File: config.mk
export PLATFORM = sky130hd
export DESIGN_NAME = operational_unit
export DESIGN_NICKNAME = d
export VERILOG_FILES = /design/src/rtl/operational_unit.sv
export SDC_FILE = /design/constraint.sdc
export NUM_CORES = 1
export LEC_CHECK = 0
export CAP_MARGIN = 20
export CORE_MARGIN = 5
export CORE_UTILIZATION = 40
export DETAILED_ROUTE_END_ITERATION = 6
export GPL_TIMING_DRIVEN = 0
export HOLD_SLACK_MARGIN = 0.06
export PLACE_DENSITY = 0.7
export SETUP_SLACK_MARGIN = 0.02
export SLEW_MARGIN = 20
export SYNTH_ARGS = -nofsm -noshare
export SYNTH_HDL_FRONTEND = slang
export SYNTH_SLANG_ARGS = --single-unit
File: constraint.sdc
create_clock -name clk -period 1.7 [get_ports clk]
set_input_delay 0.34 -clock clk [delete_from_list [all_inputs] [get_ports clk]]
set_output_delay 0.34 -clock clk [all_outputs]
set_load 0.05 [all_outputs]
File: src/rtl/operational_unit.sv
// Datapath of a microprogrammed processor: two operand registers, a loop counter,
// carry/overflow flags and a result latch, all driven by an 8-bit microcommand word.
module operational_unit (
  input  logic       clk,
  input  logic       rst,
  input  logic       en,
  input  logic [7:0] C,
  input  logic [7:0] D,
  output logic [7:0] U,
  output logic [7:0] R,
  output logic       valid,
  output logic [3:0] cnt
);

  logic [7:0] a_reg, a_next;
  logic [7:0] b_reg, b_next;
  logic [3:0] cnt_reg, cnt_next;
  logic       cf_reg, cf_next;
  logic       ovf_reg, ovf_next;
  logic [7:0] r_reg, r_next;
  logic       valid_reg, valid_next;

  logic [8:0] sum;
  logic       add_ovf;

  assign sum     = {1'b0, a_reg} + {1'b0, b_reg};
  // Signed overflow: operands agree in sign but the 8-bit result does not.
  assign add_ovf = (a_reg[7] == b_reg[7]) && (sum[7] != a_reg[7]);

  always_comb begin
    a_next     = a_reg;
    b_next     = b_reg;
    cnt_next   = cnt_reg;
    cf_next    = cf_reg;
    ovf_next   = ovf_reg;
    r_next     = r_reg;
    valid_next = 1'b0;

    if (en) begin
      if (C[0]) begin
        a_next   = D;
        cf_next  = 1'b0;
        ovf_next = 1'b0;
      end else if (C[2]) begin
        a_next   = sum[7:0];
        cf_next  = sum[8];
        ovf_next = ovf_reg | add_ovf;
      end else if (C[4]) begin
        a_next = {a_reg[6:0], 1'b0};
      end

      if (C[1]) begin
        b_next = D;
      end else if (C[3]) begin
        b_next = {1'b0, b_reg[7:1]};
      end

      if (C[5]) begin
        cnt_next = D[3:0];
      end else if (C[6] && (cnt_reg != 4'd0)) begin
        cnt_next = cnt_reg - 4'd1;
      end

      if (C[7]) begin
        r_next     = a_reg;
        valid_next = 1'b1;
      end
    end
  end

  always_ff @(posedge clk) begin
    if (rst) begin
      a_reg     <= 8'h00;
      b_reg     <= 8'h00;
      cnt_reg   <= 4'h0;
      cf_reg    <= 1'b0;
      ovf_reg   <= 1'b0;
      r_reg     <= 8'h00;
      valid_reg <= 1'b0;
    end else begin
      a_reg     <= a_next;
      b_reg     <= b_next;
      cnt_reg   <= cnt_next;
      cf_reg    <= cf_next;
      ovf_reg   <= ovf_next;
      r_reg     <= r_next;
      valid_reg <= valid_next;
    end
  end

  // Condition word depends on registered state only.
  assign U[0] = (a_reg == 8'h00);
  assign U[1] = (b_reg == 8'h00);
  assign U[2] = cf_reg;
  assign U[3] = (cnt_reg == 4'h0);
  assign U[4] = a_reg[7];
  assign U[5] = b_reg[0];
  assign U[6] = (a_reg >= b_reg);
  assign U[7] = ovf_reg;

  assign R     = r_reg;
  assign valid = valid_reg;
  assign cnt   = cnt_reg;

endmodule

==> results of run 1 <==
[what timing repair did]
item / CTS / global route
pin swaps: 17 / 17
gates resized for setup: 84 / 46
setup buffers: 12 / 8
setup endpoints to repair: 31 / 33
[critical path: cells and delay by family (launching register included)]
| family | cells | cell delay, ns |
|---|---|---|
| buffers and inverters | 2 | 0.21 |
| flip-flops | 1 | 0.36 |
| AND/OR/NAND/NOR | 1 | 0.12 |
| AO/OA/AOI/OAI | 4 | 0.52 |
| adder cells (fa/ha/maj) | 1 | 0.27 |
[metal layers]
metal / share of wire / vias to the layer above / GRT usage
met4: 0.014 / 0 / 0.04651
li1: - / 1069 / -
met3: 0.058 / 11 / 0.04338
met5: 0 / - / 0
met1: 0.43 / 1053 / 0.2439
met2: 0.50 / 64 / 0.3429
[final cells by class]
| type | instances | area (µm²) | area share |
|---|---|---|---|
| well taps | 70 | 87.58 | 0.02788 |
| clock buffers | 6 | 82.58 | 0.02628 |
| repair buffers | 57 | 538.0 | 0.1712 |
| multi-input cells | 200 | 1567 | 0.4986 |
| inverters | 18 | 72.57 | 0.02310 |
| plain buffers | 17 | 96.34 | 0.03067 |
| clock inverters | 2 | 35.03 | 0.01115 |
| flip-flops and latches | 31 | 663.1 | 0.2111 |
[cell families (layout without fill, tap and decap cells)]
family / count (synthesis) / after routing
mux: 11 / 11
simple gates: 96 / 96
fa+ha+maj: 18 / 18
compound gates: 72 / 72
xor+xnor: 3 / 3
flops: 31 / 31
buf+inv: 35 / 100
[synthesized netlist by cell type (2+ instances only)]
master and number:
xnor2_1 3, a221oi_1 2, nor2_1 27, buf_4 4
nor2b_1 7, a21o_1 2, mux2i_1 10, buf_1 3
or4_1 3, o21ai_0 10, clkbuf_1 4, o211ai_1 2
buf_2 6, nand3_1 11, a211oi_1 15, dfxtp_1 31
a211o_1 3, ha_1 17, o22ai_1 2, inv_1 18
nor3_1 6, o21a_1 2, a31oi_1 3, or3_1 2
a21oi_1 22, nand2_1 23, nor3b_1 4, nand2b_1 6
[power breakdown]
group / leakage (nW) / internal [mW] / switching, mW / total (mW)
Sequential: 0.262 / 0.774 / 0.0658 / 0.839
Combinational: 0.973 / 0.401 / 0.494 / 0.895
Clock: 0.0612 / 0.474 / 0.297 / 0.772
Total: 1.30 / 1.65 / 0.858 / 2.51
[per-stage QoR]
| stage | total power, mW | utilization | hold WS, ns | cells | instance area, µm² |
|---|---|---|---|---|---|
| after floorplan | 1.334 | - | 0.4788 | 266 | 2146 |
| after global routing | 2.619 | 0.6151 | 0.4772 | 401 | 3142 |
| final | 2.506 | 0.6151 | 0.4556 | 401 | 3142 |
| after global placement | 1.539 | 0.5098 | 0.4495 | 373 | 2604 |
| after detailed placement | 1.554 | 0.5098 | 0.4490 | 373 | 2604 |
| after CTS | 2.427 | 0.5742 | 0.4514 | 393 | 2933 |
[final timing paths]
| kind | slack (ns) | to |
|---|---|---|
| setup / recovery | -0.41 | U[6] |
| hold / removal | 0.46 | R[3] |
| setup reg to reg | -0.39 | a_reg[4] |
| hold reg to reg | 0.46 | R[3] |
==> out/qor.csv, run 1 <==
metric,value,unit
Max Root-Sink Buffers,2,
post-synthesis compound-gate area fraction,0.2312,
DRC,0,
Crit path largest cell delay,0.36,ns
WL per Instance,16.51,µm
Pins Over Slew Limit,0,
Post-Synth XOR/XNOR Area,0.01251,
CTS root buf,clkbuf_8,
Area Overhead vs Synth,49.64,%
TritonCTS Buffers,5,
most frequent cells in the layout,"24 x nor2_1, 22 x nand2_1, 20 x buf_4",
Max Cap Viol,0,
crit end category,primary output,
Routability Congestion,0.8231,
Synth top area share,0.2956,
# nets final,367,
Total GRT Usage,0.1964,
main combinational cell family by area after synthesis,compound AO/OA/AOI/OAI gates,
clk sinks,31,
Worst EP arrival,1.77,ns
Core Region,5107,µm²
worst setup margin,-0.4147,ns
"Net Count, Synth",303,
Max Clk Rate,472.9,MHz
pre-CTS setup slack,-0.9525,ns
synthesized area,2100,µm²
fraction of layout instances using a drive strength above 1,0.3323,
crit path cell chain,inv_2 -> ha_4 -> nand2b_4 -> a211oi_2 -> o31ai_2 -> a21oi_2 -> o21ai_4 -> buf_6,
site row count,26,
critical-path maximum fanout,2,
"most common cell after layout, fill and taps aside",nor2_1,
slew margin rel.,0.6705,
CTS tree,yes,
first-pass GRT wire length,10110,µm
worst min path class,flip-flop to flip-flop,
drt first pass iters,4,
Max Clock Skew,0.001600,ns
synth top area cells,"dfxtp_1 30%, ha_1 10%, a211oi_1 5.4%",
initial DRC count,140,
Vert. Die Dim,82.45,µm
Routed WL,6619,µm
gr ovfl total,0,
async set-reset flop share out of synthesis,0,
slowest CP cell,dfxtp_4,
Synth cell types,46,
reg2reg start,a_reg[0],
DP HPWL,4498,µm
peak supply drop,0.4629,mV
"Seq/Total Area, Yosys",0.2956,
final hold viol count,0,
Setup crit start,a_reg[0],
CP required,1.36,ns
Die X-Extent,82.45,µm
H-tree depth,2,
total die area,6798,µm²
top_reg_cell synth,dfxtp_1,
Post-synth EDFFs,0,
clock latency on the worst-skew pair,0.29,ns
total number of vias,2197,
failing checks,setup timing,
multiplexer area fraction after synthesis,0.05304,
Worst-Margin Slew,0.4962,ns
startpoint class of the critical path,flip-flop,
Top Ports,40,
clk slew on worst S/H paths,0.07,ns
Detail Route Antenna Nets,0,
WHS Path Cells,2,
Leak,1.297,nW
post-synthesis adder-cell area fraction,0.1108,
fin crit share,1.244,
Setup TNS,-2.655,ns
DR vias/cell,5.479,
cells on worst reg2reg path,10,
antenna violations before repair,0,
initial core utilization,0.4111,
worst hold start,R[3],
Cell Pwr Density,797.6,nW/µm²
warnings from Yosys,0,
largest net degree at the start of global routing,11,
Buffers on Ports,37,
vias in the first global route,2118,
hold-fix buffer count after cts,0,
RSZ-0062 raised after global routing,true,
Fill cells,457,
Setup Viol. Count Final,12,
post-synth top area cell,dfxtp_1,
Post-Synth Simple-Gate Area,0.2235,
ant diodes,0,
WS Path Type,flip-flop to primary output,
Syn Area/Cell,7.893,µm²
Seq cells post-synth,31,
Final min period,2.115,ns
Synth Instances,266,
outcome,"complete, but fails checks",
No activity file was read; power rests on OpenSTA's default activity.
==> inputs of run 2 (changes only) <==
- CTS_BUF_LIST: unset -> sky130_fd_sc_hd__clkbuf_16
==> run 2 against run 1 <==
Compared with the run above: global-route usage rose by 0.96 points; maximum frequency rose by 1.5%; largest cell class unchanged; via count rose by 0.96%; clock skew rose by 0.0019 ns; register-to-register slack improved by 0.09 ns; flip-flop and latch count did not move; design area rose by 0.88%; the run still ends with setup timing left; largest power group is now clock.
==> out/qor.csv, run 2 (synthesis gave the netlist of run 1 again) <==
metric,value,unit,change
Final min period,2.084,ns,-0.03075 ns
Worst EP arrival,1.74,ns,-0.03 ns
Top Ports,40,,unchanged
cells on worst reg2reg path,10,,unchanged
hold-fix buffer count after cts,0,,unchanged
Total GRT Usage,0.2059,,+0.009581
Max Clk Rate,479.9,MHz,+1.5%
WS Path Type,flip-flop to primary output,,
Leak,1.320,nW,+1.8%
vias in the first global route,2167,,+2.3%
"most common cell after layout, fill and taps aside",nor2_1,,
Max Root-Sink Buffers,2,,unchanged
Power Total,2.745,mW,+9.6%
clk slew on worst S/H paths,0.05,ns,-0.02 ns
Die X-Extent,82.45,µm,unchanged
Setup Viol. Count Final,12,,unchanged
WHS Endpoint,R[3],,
# nets final,366,,-0.27%
clock latency on the worst-skew pair,0.28,ns,about the same
Vert. Die Dim,82.45,µm,unchanged
Sequential Area,660.6,µm²,-0.38%
Buffers on Ports,37,,unchanged
DP HPWL,4498,µm,unchanged
initial DRC count,141,,+0.71%
reg2reg setup slack,-0.30,ns,+0.09 ns
site row count,26,,unchanged
Fill cells,456,,-0.22%
slowest CP cell,dfxtp_4,,
crit path cell chain,inv_2 -> ha_4 -> nand2b_4 -> a211oi_2 -> o31ai_2 -> a21oi_2 -> o21ai_4 -> buf_6,,
Max Clock Skew,0.003530,ns,+0.001930 ns
first-pass GRT wire length,10540,µm,+4.2%
reg-to-reg endpoint,a_reg[4],,
antenna violations before repair,0,,unchanged
Setup crit start,a_reg[0],,
Worst-Margin Slew,0.4962,ns,+0.0000005960 ns
slew margin rel.,0.6705,,unchanged
final instance count without filler cells,400,,-0.25%
largest net degree at the start of global routing,11,,unchanged
pre-CTS setup slack,-0.9525,ns,unchanged
TritonCTS Buffers,5,,unchanged
crit end category,primary output,,
DRC,0,,unchanged
Pins Over Slew Limit,0,,unchanged
total die area,6798,µm²,unchanged
worst hold start,R[3],,
Routability Congestion,0.8231,,unchanged
worst min path class,flip-flop to flip-flop,,
H-tree depth,2,,unchanged
CP required,1.36,ns,about the same
final hold viol count,0,,unchanged
CTS tree,yes,,
critical-path maximum fanout,2,,unchanged
ant diodes,0,,unchanged
drt first pass iters,7,,+3
Core Region,5107,µm²,unchanged
worst setup margin,-0.3839,ns,+0.03075 ns
Crit path largest cell delay,0.35,ns,about the same
startpoint class of the critical path,flip-flop,,
Cell Pwr Density,866.2,nW/µm²,+8.6%
WHS Path Cells,2,,unchanged
total number of vias,2218,,+0.96%
Max Cap Viol,0,,unchanged
fin crit share,1.226,,-0.01809
Detail Route Antenna Nets,0,,unchanged
most frequent cells in the layout,"25 x nor2_1, 23 x nand2_1, 20 x buf_4",,
fraction of layout instances using a drive strength above 1,0.3242,,-0.008084
clk sinks,31,,unchanged
WL per Instance,16.83,µm,+2.0%
Routed WL,6733,µm,+1.7%
CTS root buf,clkbuf_16,,
failing checks,setup timing,,
peak supply drop,0.6505,mV,+41%
initial core utilization,0.4111,,unchanged
outcome,"complete, but fails checks",,
placed insts,373,,unchanged
RSZ-0062 raised after global routing,true,,
DR vias/cell,5.545,,+1.2%
gr ovfl total,0,,unchanged
Placed Area,2604,µm²,unchanged
reg2reg start,a_reg[0],,
Multi-input gate area,1560,µm²,-0.40%
"Design Area, Final",3169,µm²,+0.88%
Area Overhead vs Synth,50.95,%,
-- run 2: repair_timing --
action / in CTS / in global routing
setup endpoints to repair: 30 / 34
resized for setup: 100 / 26
pin swaps: 16 / 14
setup buffers: 12 / 7
-- run 2: metal layers --
layer | track usage | vias to the layer above | part of all wire
met3 | 0.04772 | 13 | 0.061
met5 | 0 | - | 0
met1 | 0.2513 | 1060 | 0.42
met2 | 0.3502 | 75 | 0.50
met4 | 0.07641 | 0 | 0.020
li1 | - | 1070 | -
-- run 2: layout make-up --
cell class	count	area share
inverter	18	0.02369
sequential	31	0.2084
timing repair buffer	56	0.1654
buffer	17	0.03079
multi-input combinational	200	0.4923
clock inverter	3	0.01224
clock buffer	5	0.03948
tap	70	0.02764
-- run 2: worst max-delay path by stage --
stage            to  slack [ns]  depth (start not counted)
2_1_floorplan  U[6]       -0.11                          7
3_3_place_gp   U[6]       -0.95                          8
3_5_place_dp   U[6]       -0.95                          8
4_1_cts        U[6]       -0.40                          8
5_1_grt        U[6]       -0.43                          8
6_report       U[6]       -0.38                          8
-- run 2: worst max-delay path: cells and delay by family, from the launching register on --
family,cells,cell delay (ns)
adders and majority gates,1,0.26
and+or+nand+nor,1,0.12
DFF,1,0.35
AOI/OAI and AO/OA,4,0.53
buffers and inverters,2,0.21
-- run 2: power breakdown --
part | internal (mW) | leakage [nW] | switching (mW)
clock network | 0.683 | 0.0812 | 0.324
registers | 0.775 | 0.262 | 0.0662
logic | 0.402 | 0.976 | 0.495
total | 1.86 | 1.32 | 0.885
-- run 2: metrics by stage --
stage          utilization  TNS, ns  hold slack [ns]
2_1_floorplan            -  -0.2325           0.4788
3_3_place_gp        0.5098   -8.770           0.4495
6_report            0.6205   -2.511           0.4514
5_1_grt             0.6205   -3.093           0.4743
3_5_place_dp        0.5098   -8.957           0.4490
4_1_cts             0.5931   -2.237           0.4536
